File: config.mk
export PLATFORM = sky130hd
export DESIGN_NAME = bsg_manycore_host_link_mux
export DESIGN_NICKNAME = d
export VERILOG_FILES = /design/src/rtl/bsg_manycore_host_link_mux.sv
export SDC_FILE = /design/constraint.sdc
export NUM_CORES = 1
export LEC_CHECK = 0
export CORE_AREA = 2 2 207 209
export CTS_BUF_LIST = sky130_fd_sc_hd__clkbuf_16
export DETAILED_ROUTE_END_ITERATION = 10
export DIE_AREA = 0 0 209 211
export GPL_ROUTABILITY_DRIVEN = 0
export SLEW_MARGIN = 30
export SYNTH_ARGS = -nofsm -noshare
export SYNTH_HDL_FRONTEND = slang
export SYNTH_SLANG_ARGS = --single-unit
File: constraint.sdc
create_clock -name clk_i -period 2.9 [get_ports clk_i]
set_input_delay 0.435 -clock clk_i [delete_from_list [all_inputs] [get_ports clk_i]]
set_output_delay 0.435 -clock clk_i [all_outputs]
set_load 0.1 [all_outputs]
File: src/rtl/bsg_manycore_host_link_mux.sv
// Multiplexes several host request channels onto one manycore io link. Each request is tagged
// with its channel number in the top bits of load_id, and returns are routed back by that tag.
module bsg_manycore_host_link_mux #(
   parameter int unsigned num_host_p            = 2,
   parameter int unsigned packet_width_p        = 128,
   parameter int unsigned return_packet_width_p = 64,
   parameter int unsigned load_id_lsb_p         = 0,
   parameter int unsigned load_id_width_p       = 5,
   parameter int unsigned ret_id_lsb_p          = 0,
   parameter int unsigned max_out_credits_p     = 16,
   localparam int unsigned ch_w   = (num_host_p > 1) ? $clog2(num_host_p) : 1,
   localparam int unsigned cred_w = (max_out_credits_p > 0) ? $clog2(max_out_credits_p + 1) : 1
) (
   input  logic                                      clk_i,
   input  logic                                      reset_i,
   input  logic [num_host_p-1:0]                     host_v_i,
   input  logic [num_host_p-1:0][packet_width_p-1:0] host_pkt_i,
   output logic [num_host_p-1:0]                     host_ready_o,
   output logic [num_host_p-1:0]                     host_ret_v_o,
   output logic [return_packet_width_p-1:0]          host_ret_pkt_o,
   input  logic [num_host_p-1:0]                     host_ret_ready_i,
   output logic                                      link_v_o,
   output logic [packet_width_p-1:0]                 link_pkt_o,
   input  logic                                      link_ready_i,
   input  logic                                      link_ret_v_i,
   input  logic [return_packet_width_p-1:0]          link_ret_pkt_i,
   output logic                                      link_ret_yumi_o,
   output logic [num_host_p-1:0][cred_w-1:0]         credits_o,
   output logic                                      err_o
);

   // The channel tag occupies the most significant ch_w bits of the load_id field.
   localparam int unsigned req_tag_lsb = load_id_lsb_p + load_id_width_p - ch_w;
   localparam int unsigned ret_tag_lsb = ret_id_lsb_p + load_id_width_p - ch_w;
   localparam logic [cred_w-1:0] cred_max = cred_w'(max_out_credits_p);
   localparam logic [ch_w:0] num_host_w = (ch_w+1)'(num_host_p);
   localparam logic [ch_w-1:0] last_ch = ch_w'(num_host_p - 1);

   logic                                   out_v_q, out_v_d;
   logic [packet_width_p-1:0]              out_pkt_q, out_pkt_d;
   logic [ch_w-1:0]                        ptr_q, ptr_d;
   logic [num_host_p-1:0][cred_w-1:0]      credits_q, credits_d;
   logic                                   err_q, err_d;

   logic                    can_load;
   logic                    grant_v;
   logic [num_host_p-1:0]   eligible;
   logic [ch_w-1:0]         winner;
   logic [ch_w:0]           cand;

   logic [ch_w-1:0]         dest;
   logic                    dest_ok;
   logic                    dest_ready;
   logic [num_host_p-1:0]   cred_inc;
   logic [num_host_p-1:0]   cred_dec;

   // Round-robin search starting at ptr_q over channels that are valid and hold a credit.
   always_comb begin
      can_load = ~out_v_q | link_ready_i;
      eligible = '0;
      for (int i = 0; i < int'(num_host_p); i++) begin
         eligible[i] = host_v_i[i] & (credits_q[i] != '0);
      end
      winner  = '0;
      grant_v = 1'b0;
      cand    = '0;
      for (int k = 0; k < int'(num_host_p); k++) begin
         cand = {1'b0, ptr_q} + (ch_w+1)'(k);
         if (cand >= num_host_w) begin
            cand = cand - num_host_w;
         end
         if (!grant_v && eligible[cand[ch_w-1:0]]) begin
            grant_v = 1'b1;
            winner  = cand[ch_w-1:0];
         end
      end
      grant_v = grant_v & can_load & ~reset_i;
   end

   always_comb begin
      host_ready_o = '0;
      for (int i = 0; i < int'(num_host_p); i++) begin
         host_ready_o[i] = grant_v & (winner == ch_w'(i));
      end
   end

   always_comb begin
      ptr_d = ptr_q;
      if (grant_v) begin
         ptr_d = (winner == last_ch) ? '0 : winner + ch_w'(1);
      end
   end

   always_comb begin
      out_v_d   = can_load ? grant_v : out_v_q;
      out_pkt_d = out_pkt_q;
      if (grant_v) begin
         out_pkt_d = host_pkt_i[winner];
         out_pkt_d[req_tag_lsb +: ch_w] = winner;
      end
   end

   // Return routing is purely combinational; an out-of-range tag is dropped and flagged.
   always_comb begin
      dest         = link_ret_pkt_i[ret_tag_lsb +: ch_w];
      dest_ok      = 1'b0;
      dest_ready   = 1'b0;
      host_ret_v_o = '0;
      for (int i = 0; i < int'(num_host_p); i++) begin
         if (dest == ch_w'(i)) begin
            dest_ok         = 1'b1;
            dest_ready      = host_ret_ready_i[i];
            host_ret_v_o[i] = link_ret_v_i & ~reset_i;
         end
      end
      link_ret_yumi_o = link_ret_v_i & ~reset_i & (dest_ok ? dest_ready : 1'b1);
      host_ret_pkt_o  = link_ret_pkt_i;
      host_ret_pkt_o[ret_tag_lsb +: ch_w] = '0;
   end

   always_comb begin
      cred_inc = '0;
      cred_dec = '0;
      for (int i = 0; i < int'(num_host_p); i++) begin
         cred_dec[i] = grant_v & (winner == ch_w'(i));
         cred_inc[i] = link_ret_yumi_o & dest_ok & (dest == ch_w'(i));
      end
   end

   // Grant and return on the same channel cancel; a return at full count saturates.
   always_comb begin
      credits_d = credits_q;
      err_d     = err_q;
      if (link_ret_yumi_o && !dest_ok) begin
         err_d = 1'b1;
      end
      for (int i = 0; i < int'(num_host_p); i++) begin
         if (cred_inc[i] && !cred_dec[i]) begin
            if (credits_q[i] == cred_max) begin
               err_d = 1'b1;
            end else begin
               credits_d[i] = credits_q[i] + cred_w'(1);
            end
         end else if (cred_dec[i] && !cred_inc[i]) begin
            credits_d[i] = credits_q[i] - cred_w'(1);
         end
      end
   end

   always_ff @(posedge clk_i) begin
      if (reset_i) begin
         out_v_q   <= 1'b0;
         out_pkt_q <= '0;
         ptr_q     <= '0;
         credits_q <= {num_host_p{cred_max}};
         err_q     <= 1'b0;
      end else begin
         out_v_q   <= out_v_d;
         out_pkt_q <= out_pkt_d;
         ptr_q     <= ptr_d;
         credits_q <= credits_d;
         err_q     <= err_d;
      end
   end

   assign link_v_o   = out_v_q;
   assign link_pkt_o = out_pkt_q;
   assign credits_o  = credits_q;
   assign err_o      = err_q;

endmodule

==> implementation parameters <==
Parameter                              Value

Setup path
  Startpoint type of the worst setup path ... flop
  Crit path DAT ... 3.12 ns
  Data required time at the worst endpoint ... approximately 3.3 ns
  Critical path's top delay family ... simple AND/OR/NAND/NOR gates
  Cell with the largest stage delay on the worst path ... sky130_fd_sc_hd__or4_4
  Longest individual stage delay on the worst path ... about 0.55 ns
  Buffer and inverter count on the worst path ... 1
  CP Max Fanout ... 5
  Ordered cell list for the critical path ... or4_4, o211a_4, nor3_4, or2_4, inv_2, fa_2, nor2b_1, o21a_1, nor2_1, a2bb2oi_1, mux2i_1
  Critical Path Sink Type ... flop
  Critical path class ... reg -> reg

Power
  Internal power consumption ... a little over 5 mW
  Share of power burned in combinational logic ... 50.9%
  Share of total power in the clock network ... a little under a quarter
  Tot Pwr ... between 9 and 10 mW
  Switching fraction of total power ... between 40% and 50%
  Largest vdd supply drop ... ~390 uV
  Switching power total ... between 4 and 5 mW
  Leak pwr ... ~4.6 nW
  Seq pwr share ... 25.8%
  Pwr per Cell Area ... 865 nW/um^2

Logic synthesis
  Sequential fraction of the synthesis area ... between 40% and 50%
  Total number of yosys warnings ... 0
  Predominant post-synthesis flop cell ... sky130_fd_sc_hd__dfxtp_1
  Cell count after synthesis ... ~900
  Synthesized net count ... approximately 1200
  FFs w/ async S/R, synth ... 0%
  Flip-flop and latch count after synthesis ... between 100 and 150
  Mean area per synthesized cell ... about 7.6 um^2
  Post-synth EDFFs ... 0
  Netlist cell types ... between 40 and 50
  Post-synth design cell area ... 6710 um^2

Placement
  Input/output buffers ... ~400
  Pre-CTS worst setup slack ... around 0.11 ns
  Total cell area at the placement stage ... roughly 11000 um^2
  Placed Instances ... approximately 1700
  DP Wirelength ... about 19 mm

Finish
  Nets ... roughly 1500
  Layout Cells excl Fill ... roughly 1800
  Most common cell after layout, fill and taps aside ... sky130_fd_sc_hd__nand2_1
  Final design utilization ... between 20% and 30%
  Sequential cell area ... ~2800 um^2
  Share of layout cells above drive strength 1 ... a little under a fifth
  Post-synthesis to final-layout area growth ... 69.3%
  Inserted Diodes ... 0
  Post-route cell area ... about 11000 um^2
  Combined area of the multi-input logic cells ... 3110 um^2
  Most used cells in the layout excluding fill and tap cells ... 266 x sky130_fd_sc_hd__nand2_1, 262 x sky130_fd_sc_hd__clkdlybuf4s50_1, 159 x sky130_fd_sc_hd__buf_4, 132 x sky130_fd_sc_hd__dfxtp_1, 128 x sky130_fd_sc_hd__a31oi_1
  Number of fill cells ... roughly 4500

Clock network
  Clock buffer count from CTS ... 17
  Post-CTS resize count ... 0
  Root Buffer ... sky130_fd_sc_hd__clkbuf_16
  Count of hold buffers inserted by post-cts repair ... 0
  Clock tree from TritonCTS ... done
  Longest Clk Path Bufs ... 2
  Clock input transition at the sequential cells of the worst setup and hold paths ... roughly 0.06 ns
  Setup Buffers After CTS ... 0
  CTS sink count ... between 100 and 150
  Clock network latency to the later pin of the worst-skew pair ... roughly 0.47 ns
  H-tree levels ... 4

GRT
  Total track usage ... between 10% and 20%
  Antenna violations before repair ... 0
  Wire length of the first global-routing pass ... between 30 and 40 mm
  Global route overflow ... 0
  Via count of the first global-routing pass ... slightly above 7000
  Pin count of the biggest net entering global routing ... 70

Routing
  Final routed DRC violation total ... 0
  Routed WL ... 25.9 mm
  Starting DRC count in detailed routing ... 487
  Drt wl/cell ... 14.8 um
  Total number of vias ... between 7000 and 8000
  Routed vias/inst ... 4.22
  First-pass detailed-route iteration total ... 5
  Routed Antenna Nets ... 0

Worst hold path
  Kind of path behind the tightest hold check ... reg -> reg

Timing
  Worst-case hold slack ... 0.474 ns
  Highest Clock Rate ... 367 MHz
  Share of the clock period used by the worst path after layout ... 93.8%
  Min cycle time layout ... between 2 and 3 ns
  Setup Viol. Count Final ... 0
  Setup Total Neg Slack ... 0 ns
  Max-slew violation count ... 0
  Skew final ... 0.0168 ns
  Actual slew at the worst max-slew pin ... ~0.7 ns
  Hold Violations, Final ... 0
  Relative slew slack ... 53.7%
  Unrepaired setup endpoints after global routing ... no
  Smallest setup slack after layout ... 0.179 ns

Floorplan
  Core Box Area ... about 42000 um^2
  Top-Level Pins ... 537
  Die Span X ... between 200 and 250 um
  Die Outline Area ... around 44000 um^2
  Effective utilization at floorplan ... around 16%
  Die Y ... about 210 um
  Standard-cell row count ... 75

Run
  Count of maximum capacitance violations ... 0

Status
  Run status ... completed
==> cells in the mapped netlist (2+ instances only) <==
library cell	instances	area, um^2
sky130_fd_sc_hd__a21o_1	2	15.0
sky130_fd_sc_hd__a21oi_1	4	20.0
sky130_fd_sc_hd__a31oi_1	128	801
sky130_fd_sc_hd__and2_1	2	12.5
sky130_fd_sc_hd__buf_2	21	105
sky130_fd_sc_hd__buf_4	69	518
sky130_fd_sc_hd__clkbuf_1	45	169
sky130_fd_sc_hd__dfxtp_1	141	2820
sky130_fd_sc_hd__fa_1	2	40.0
sky130_fd_sc_hd__ha_1	6	75.1
sky130_fd_sc_hd__inv_1	8	30.0
sky130_fd_sc_hd__mux2i_1	6	60.1
sky130_fd_sc_hd__nand2_1	267	1000
sky130_fd_sc_hd__nor2_1	6	22.5
sky130_fd_sc_hd__nor2b_1	4	25.0
sky130_fd_sc_hd__nor3_1	3	15.0
sky130_fd_sc_hd__nor4_1	2	12.5
sky130_fd_sc_hd__o21a_1	4	30.0
sky130_fd_sc_hd__o21ai_0	117	586
sky130_fd_sc_hd__o21ai_1	20	100
sky130_fd_sc_hd__xnor2_1	2	17.5
sky130_fd_sc_hd__xor2_1	2	17.5
==> final timing paths <==
kind                     start           end  slack, ns  depth (start not counted)
setup / recovery  credits_o[7]  credits_o[4]       0.18                         11
hold reg to reg   credits_o[5]  credits_o[5]       0.47                          1
setup reg to reg  credits_o[7]  credits_o[4]       0.18                         11
hold / removal    credits_o[5]  credits_o[5]       0.47                          1
==> flip-flops by register name (all words and copies together), names as in the netlist <==
signal	cells
err_o	1
ptr_q	1
link_pkt_o	128
credits_o	10
link_v_o	1
==> layer usage <==
layer | part of all wire, % | routed length [um] | GRT usage, % | up-vias
met5 | 0 | 0 | 0 | -
met4 | 3.1 | 790 | 6.11 | 0
met3 | 7.1 | 1850 | 3.84 | 58
met2 | 49 | 12700 | 19.4 | 323
met1 | 41 | 10600 | 12.8 | 3395
li1 | - | - | - | 3622
==> layout make-up <==
cell class | instances | share of cell area (%)
clock buffers | 18 | 3.97
repair buffers | 435 | 36.1
multi-input cells | 598 | 27.4
clock inverters | 13 | 1.28
flip-flops and latches | 141 | 25.0
inverters | 8 | 0.276
well taps | 539 | 5.94
==> logic make-up after synthesis <==
group                    after synthesis  share of synthesized area [%]
AO/OA/AOI/OAI                        284                           24.5
XOR/XNOR                               4                          0.523
adder cells (fa/ha/maj)                8                           1.72
buffers and inverters                144                           12.4
flip-flops                           141                           42.1
multiplexers                           6                          0.896
other                                  1                         0.0559
AND/OR/NAND/NOR                      295                           17.8
==> power by group through the flow <==
| stage | registers (mW) | clock network (mW) | logic [mW] |
|---|---|---|---|
| 6_report | 2.53 | 2.29 | 5.00 |
| 4_1_cts | 2.53 | 2.38 | 5.02 |
| 2_1_floorplan | 4.87 | 0 | 1.69 |
| 5_1_grt | 2.57 | 2.46 | 5.27 |
| 3_3_place_gp | 2.55 | 0 | 4.98 |
| 3_5_place_dp | 2.56 | 0 | 5.01 |
Power figures use the tool's default switching activity.
